File: src/rtl/ttd_pkg.sv
// Shared types and constants for the TTD measurement sequencer.
//   ttd_state_t        - sequencer state encoding
//   TTD_TIMER_BITS     - default width of one charge-time sample / result
//   TTD_CLK_PERIOD_NS  - system clock period (40 MHz), used by benches
package ttd_pkg;

    localparam int unsigned TTD_TIMER_BITS    = 8;
    localparam int unsigned TTD_CLK_PERIOD_NS = 25;

    typedef enum logic [2:0] {
        ST_IDLE,
        ST_DISCHARGE,
        ST_CHARGE,
        ST_ACCUM,
        ST_DONE
    } ttd_state_t;

endpackage

File: src/rtl/ttd_meas_ctrl_cmp_sync.sv
// Two-flop synchronizer for the asynchronous comparator output.
//   clk, rst : system clock, synchronous active-high reset (flops reset to 0)
//   d_in     : asynchronous input
//   d_sync   : input resynchronised to clk, two cycles of latency
module cmp_sync (
    input  logic clk,
    input  logic rst,
    input  logic d_in,
    output logic d_sync
);

    logic meta_q;
    logic sync_q;

    always_ff @(posedge clk) begin
        if (rst) begin
            meta_q <= 1'b0;
            sync_q <= 1'b0;
        end else begin
            meta_q <= d_in;
            sync_q <= meta_q;
        end
    end

    assign d_sync = sync_q;

endmodule

File: src/rtl/ttd_meas_ctrl.sv
// TTD measurement sequencer: discharges the sensing capacitor, times its charge
// to the comparator threshold, averages 2^AVG_LOG2 samples and offers the
// result over a valid/ready handshake.
//   clk, rst       : system clock, synchronous active-high reset
//   start          : one-cycle request for one averaged conversion (ignored while busy)
//   continuous     : restart automatically after each accepted result
//   cmp_in         : asynchronous comparator output (high above threshold)
//   rst_cap        : high discharges the capacitor, low lets it charge
//   busy           : conversion in progress until its result is accepted
//   result         : averaged charge time in clk cycles
//   result_valid   : result/timeout valid, held until result_ready
//   result_ready   : consumer accepts the result
//   timeout        : at least one sample of this result saturated
module ttd_meas_ctrl
    import ttd_pkg::*;
#(
    parameter int unsigned TIMER_BITS       = TTD_TIMER_BITS,
    parameter int unsigned AVG_LOG2         = 2,
    parameter int unsigned DISCHARGE_CYCLES = 16
) (
    input  logic                  clk,
    input  logic                  rst,
    input  logic                  start,
    input  logic                  continuous,
    input  logic                  cmp_in,
    output logic                  rst_cap,
    output logic                  busy,
    output logic [TIMER_BITS-1:0] result,
    output logic                  result_valid,
    input  logic                  result_ready,
    output logic                  timeout
);

    localparam int unsigned ACC_BITS = TIMER_BITS + AVG_LOG2;
    localparam int unsigned CNT_BITS = TIMER_BITS + 1;
    localparam int unsigned IDX_BITS = (AVG_LOG2 > 0) ? AVG_LOG2 : 1;
    localparam int unsigned DIS_BITS = (DISCHARGE_CYCLES > 1) ? $clog2(DISCHARGE_CYCLES) : 1;

    localparam logic [DIS_BITS-1:0] DIS_LAST = DIS_BITS'(DISCHARGE_CYCLES - 1);
    localparam logic [CNT_BITS-1:0] CNT_MAX  = CNT_BITS'((1 << TIMER_BITS) - 1);
    localparam logic [IDX_BITS-1:0] IDX_LAST = IDX_BITS'((1 << AVG_LOG2) - 1);

    ttd_state_t              state_q,   state_d;
    logic [DIS_BITS-1:0]     dis_cnt_q, dis_cnt_d;
    logic [CNT_BITS-1:0]     chg_cnt_q, chg_cnt_d;
    logic [IDX_BITS-1:0]     idx_q,     idx_d;
    logic [ACC_BITS-1:0]     acc_q,     acc_d;
    logic [TIMER_BITS-1:0]   sample_q,  sample_d;
    logic [TIMER_BITS-1:0]   result_q,  result_d;
    logic                    to_q,      to_d;
    logic                    rst_cap_q, rst_cap_d;
    logic                    busy_q,    busy_d;
    logic                    valid_q,   valid_d;
    logic                    cmp_s;

    cmp_sync u_cmp_sync (
        .clk    (clk),
        .rst    (rst),
        .d_in   (cmp_in),
        .d_sync (cmp_s)
    );

    // State and datapath registers
    always_ff @(posedge clk) begin
        if (rst) begin
            state_q   <= ST_IDLE;
            dis_cnt_q <= '0;
            chg_cnt_q <= '0;
            idx_q     <= '0;
            acc_q     <= '0;
            sample_q  <= '0;
            result_q  <= '0;
            to_q      <= 1'b0;
            rst_cap_q <= 1'b1;
            busy_q    <= 1'b0;
            valid_q   <= 1'b0;
        end else begin
            state_q   <= state_d;
            dis_cnt_q <= dis_cnt_d;
            chg_cnt_q <= chg_cnt_d;
            idx_q     <= idx_d;
            acc_q     <= acc_d;
            sample_q  <= sample_d;
            result_q  <= result_d;
            to_q      <= to_d;
            rst_cap_q <= rst_cap_d;
            busy_q    <= busy_d;
            valid_q   <= valid_d;
        end
    end

    // Next state and datapath; counters idle at zero outside their own state
    always_comb begin
        state_d   = state_q;
        dis_cnt_d = '0;
        chg_cnt_d = '0;
        idx_d     = idx_q;
        acc_d     = acc_q;
        sample_d  = sample_q;
        result_d  = result_q;
        to_d      = to_q;

        unique case (state_q)
            ST_IDLE: begin
                if (start || continuous) begin
                    state_d = ST_DISCHARGE;
                    acc_d   = '0;
                    idx_d   = '0;
                    to_d    = 1'b0;
                end
            end
            ST_DISCHARGE: begin
                // Minimum time is met; a capacitor still above threshold extends it
                if (dis_cnt_q < DIS_LAST) begin
                    dis_cnt_d = dis_cnt_q + DIS_BITS'(1);
                end else begin
                    dis_cnt_d = dis_cnt_q;
                end
                if ((dis_cnt_q >= DIS_LAST) && !cmp_s) begin
                    state_d = ST_CHARGE;
                end
            end
            ST_CHARGE: begin
                if (cmp_s) begin
                    sample_d = chg_cnt_q[TIMER_BITS-1:0];
                    state_d  = ST_ACCUM;
                end else if (chg_cnt_q >= CNT_MAX) begin
                    sample_d = '1;
                    to_d     = 1'b1;
                    state_d  = ST_ACCUM;
                end else begin
                    chg_cnt_d = chg_cnt_q + CNT_BITS'(1);
                end
            end
            ST_ACCUM: begin
                acc_d = acc_q + ACC_BITS'(sample_q);
                if (idx_q == IDX_LAST) begin
                    idx_d    = '0;
                    result_d = TIMER_BITS'(acc_d >> AVG_LOG2);
                    state_d  = ST_DONE;
                end else begin
                    idx_d   = idx_q + IDX_BITS'(1);
                    state_d = ST_DISCHARGE;
                end
            end
            ST_DONE: begin
                if (result_ready) begin
                    if (continuous) begin
                        state_d = ST_DISCHARGE;
                        acc_d   = '0;
                        idx_d   = '0;
                        to_d    = 1'b0;
                    end else begin
                        state_d = ST_IDLE;
                    end
                end
            end
            default: state_d = ST_IDLE;
        endcase
    end

    // Registered outputs follow the state being entered
    always_comb begin
        rst_cap_d = (state_d != ST_CHARGE);
        busy_d    = (state_d != ST_IDLE);
        valid_d   = (state_d == ST_DONE);
    end

    assign rst_cap      = rst_cap_q;
    assign busy         = busy_q;
    assign result       = result_q;
    assign result_valid = valid_q;
    assign timeout      = to_q;

endmodule

File: config.mk
export PLATFORM = sky130hd
export DESIGN_NAME = ttd_meas_ctrl
export DESIGN_NICKNAME = d
export VERILOG_FILES = /design/src/rtl/ttd_pkg.sv /design/src/rtl/ttd_meas_ctrl_cmp_sync.sv /design/src/rtl/ttd_meas_ctrl.sv
export SDC_FILE = /design/constraint.sdc
export NUM_CORES = 1
export LEC_CHECK = 0
export CELL_PAD_IN_SITES_DETAIL_PLACEMENT = 0
export CELL_PAD_IN_SITES_GLOBAL_PLACEMENT = 1
export CORE_ASPECT_RATIO = 0.8
export CORE_MARGIN = 2
export CORE_UTILIZATION = 47
export CTS_CLUSTER_DIAMETER = 80
export DETAILED_ROUTE_END_ITERATION = 6
export GPL_TIMING_DRIVEN = 1
export HOLD_SLACK_MARGIN = 0.05
export PLACE_DENSITY_LB_ADDON = 0.1
export RECOVER_POWER = 50
export SLEW_MARGIN = 20
export SYNTH_ARGS = -nofsm -noshare
export SYNTH_HDL_FRONTEND = slang
export SYNTH_HIERARCHICAL = 1
export SYNTH_SLANG_ARGS = --single-unit
File: constraint.sdc
create_clock -name clk -period 3.2 [get_ports clk]
set_input_delay 0.32 -clock clk [delete_from_list [all_inputs] [get_ports clk]]
set_output_delay 0.32 -clock clk [all_outputs]
set_load 0.02 [all_outputs]
==> results.cfg <==
[detailed_routing]
drc_errors = 0
drt-initial-drc-count = 60
totalWireLength_um = 4970
vias_per_cell = 5.49
post_drt_wl_per_cell_um = 13.9
detailedRoute.firstPassIterationCount = 4
detail-route-antenna-nets = 0
vias = 1959

[clock_tree]
clock_sink_count = 50
hold_buffers = 0
root_buffer = sky130_fd_sc_hd__clkbuf_8
clk-insertion-delay-late_ns = 0.30
cts_setup_buffers = 0
cts_htree_levels = 2
cts.path.max_buffers = 2
inserted_clock_buffers = 5
cts_tree = built
cts_repair_resize_count = 0
clk_transition_reported_paths_ns = 0.09

[final_layout]
area_delta_synth_final_pct = 10.5
commonest_non_fill_non_tap_cells_in_the_layout = sky130_fd_sc_hd__dfxtp_1, sky130_fd_sc_hd__nor2_1, sky130_fd_sc_hd__nand3_1
filler_cell_count = 482
final_layout_size_suffix_gt1_frac = 0.0373
layout.cells.non_filler = 357
final_net_count = 314
postLayoutCoreUtil = 0.542
insertedDiodeCount = 0
final_cell_area_mm2 = 0.00273
mostFrequentLayoutCell = sky130_fd_sc_hd__dfxtp_1

[setup_path]
worst_setup_path_start_kind = flop
timing.rr.end = result[4]$_SDFFE_PP0P_
critical_path.endpoint_type = flop
r2r_slack_ns = 1.04
r2r_start = idx_q[0]$_SDFFE_PP0P_
required_ns = 3.45
timing.critical_path.arrival_ns = 2.41
endpoint = result[4]$_SDFFE_PP0P_
worstSetupPathType = flop to flop
crit_path_max_fanout = 19
rr_worst_depth = 4
setup.worst_path.start = idx_q[0]$_SDFFE_PP0P_

[power_and_ir_drop]
total_power_per_unit_cell_area_mw_per_mm2 = 379
pwr-share-comb = 0.041
power_mw = 1.04
p_clk_frac = 0.348
cellInternalPower_mw = 0.794
p_leak_nw = 1.02
seq_power_share = 0.611
p_sw_frac = 0.234
worst_case_vdd_ir_drop_mv = 0.233
switchingPower_mw = 0.242

[yosys]
synthArstFlopShare = 0
synth_edf_count = 0
synthesis.nets = 304
yosysUniqueCellTypes = 46
mapped_cells = 285
synth_area_mm2 = 0.00247
yosysSeqAreaShare = 0.405
postSynthRegisterBits = 50
syn_area_per_cell_um2 = 8.67
synth.yosys.warnings = 6
synth_ff_type = sky130_fd_sc_hd__dfxtp_1

[status]
status = complete, no violations

[floorplan]
die_y_um = 68.9
dieArea_mm2 = 0.00586
floorplan.initialDensity = 0.491
design.portCount = 18
core_region_area_mm2 = 0.00504
chipWidth_um = 85.1
placement_rows = 23

[sta]
worst_slack_ns = 1.04
final_hold_viol_count = 0
timing.final.crit_share = 0.675
period_minus_slack_ns = 2.16
achievable-frequency_mhz = 463
timing.final.max_slew_violations = 0
tightestPinTransition_ns = 0.765
finalSetupTns_ns = 0
finalHoldWorstSlack_ns = 0.453
timing.final.setup_violations = 0
max_slew_margin = 0.487
finClkSkew_ns = 0.00886
unrepaired_setup_endpoints_after_global_routing = no

[global_routing]
globalRouteOverflowTotal = 0
grt_usage = 0.186
grt_start_max_net_pins = 45
antenna_found_initial = 0
first_global_vias = 1806
grt_first_pass_wirelength_um = 8510

[placed_design]
post-place-cells = 350
hpwl_um = 3450
finalWeightedCongestion = 0.757
port_buffers = 17
post_dp_cell_area_mm2 = 0.00267
placement.setup.worst_slack_ns = 1.19

[hold_path]
hold-path-cell-count = 1
hold_path.class = flop to flop

[job]
max_capacitance_violation_count = 0
-- kinds of logic (layout without fill, tap and decap cells) --
logic type / Yosys count / in the layout / share of synthesized area
AOI/OAI and AO/OA: 62 / 62 / 0.172
DFF: 50 / 50 / 0.405
buffers and inverters: 27 / 37 / 0.0440
and+or+nand+nor: 122 / 122 / 0.271
xor gates and xnor gates: 10 / 10 / 0.0354
adders and majority gates: 13 / 13 / 0.0689
muxes: 1 / 1 / 0.00405
-- power groups by stage --
stage,sequential [mW],combinational [mW],clock (mW)
final,0.633,0.0426,0.361
after global routing,0.634,0.0469,0.394
after CTS,0.633,0.0446,0.374
after detailed placement,0.648,0.0445,0
after global placement,0.648,0.0445,0
after floorplan,0.645,0.0300,0
-- layer usage --
layer	share of wire	global-route usage	vias to the layer above
met4	0.013	0.0833	0
met5	0	0	-
li1	-	-	1045
met2	0.42	0.273	24
met3	0.027	0.0381	6
met1	0.54	0.264	884
-- synthesized netlist by cell type, drive strengths merged (4+ instances only) --
master / n / area (µm²)
clkbuf: 11 / 42.5
ha: 12 / 150
xor2: 5 / 43.8
nor3: 13 / 65.1
xnor2: 5 / 43.8
o211ai: 7 / 52.6
a21oi: 17 / 85.1
nand3b: 9 / 67.6
nand3: 19 / 95.1
dfxtp: 50 / 1000
nand2: 12 / 45.0
a211oi: 11 / 87.6
or4: 4 / 30.0
inv: 11 / 41.3
or3: 5 / 31.3
nand4b: 5 / 50.0
o31ai: 5 / 37.5
nand2b: 6 / 37.5
buf: 5 / 25.0
nor2: 33 / 124
o21ai: 5 / 28.8
-- worst max-delay path, stage by stage (launching register included) --
cell	delay, ns
sky130_fd_sc_hd__dfxtp_1	0.36
sky130_fd_sc_hd__ha_1	0.29
sky130_fd_sc_hd__nand4b_1	0.65
sky130_fd_sc_hd__or4_1	0.72
sky130_fd_sc_hd__nand3_1	0.09
-- registers in the layout, summed over array words and instances (netlist names) --
register           cells
acc_q                 10
busy                   1
chg_cnt_q              9
dis_cnt_q              4
idx_q                  2
result                 8
result_valid           1
rst_cap                1
sample_q               8
state_q                3
timeout                1
u_cmp_sync/d_sync      1
u_cmp_sync/meta_q      1
-- final cells by class --
class / count / area (µm²) / share of cell area
Multi-Input combinational cell: 208 / 1350 / 0.493
Timing Repair Buffer: 19 / 181 / 0.0664
Sequential cell: 50 / 1000 / 0.366
Inverter: 11 / 41.3 / 0.0151
Tap cell: 62 / 77.6 / 0.0284
Clock buffer: 5 / 68.8 / 0.0252
Clock inverter: 2 / 15.0 / 0.00550
-- worst min path at each step --
stage                                      start                           end  slack (ns)
finish              u_cmp_sync/meta_q$_SDFF_PP0_  u_cmp_sync/d_sync$_SDFF_PP0_        0.45
global route        u_cmp_sync/meta_q$_SDFF_PP0_  u_cmp_sync/d_sync$_SDFF_PP0_        0.46
detailed placement  u_cmp_sync/meta_q$_SDFF_PP0_  u_cmp_sync/d_sync$_SDFF_PP0_        0.43
global placement    u_cmp_sync/meta_q$_SDFF_PP0_  u_cmp_sync/d_sync$_SDFF_PP0_        0.43
floorplan                                    rst  u_cmp_sync/d_sync$_SDFF_PP0_        0.39
CTS                 u_cmp_sync/meta_q$_SDFF_PP0_  u_cmp_sync/d_sync$_SDFF_PP0_        0.46
Note: power is estimated with default switching activity, not from simulation.
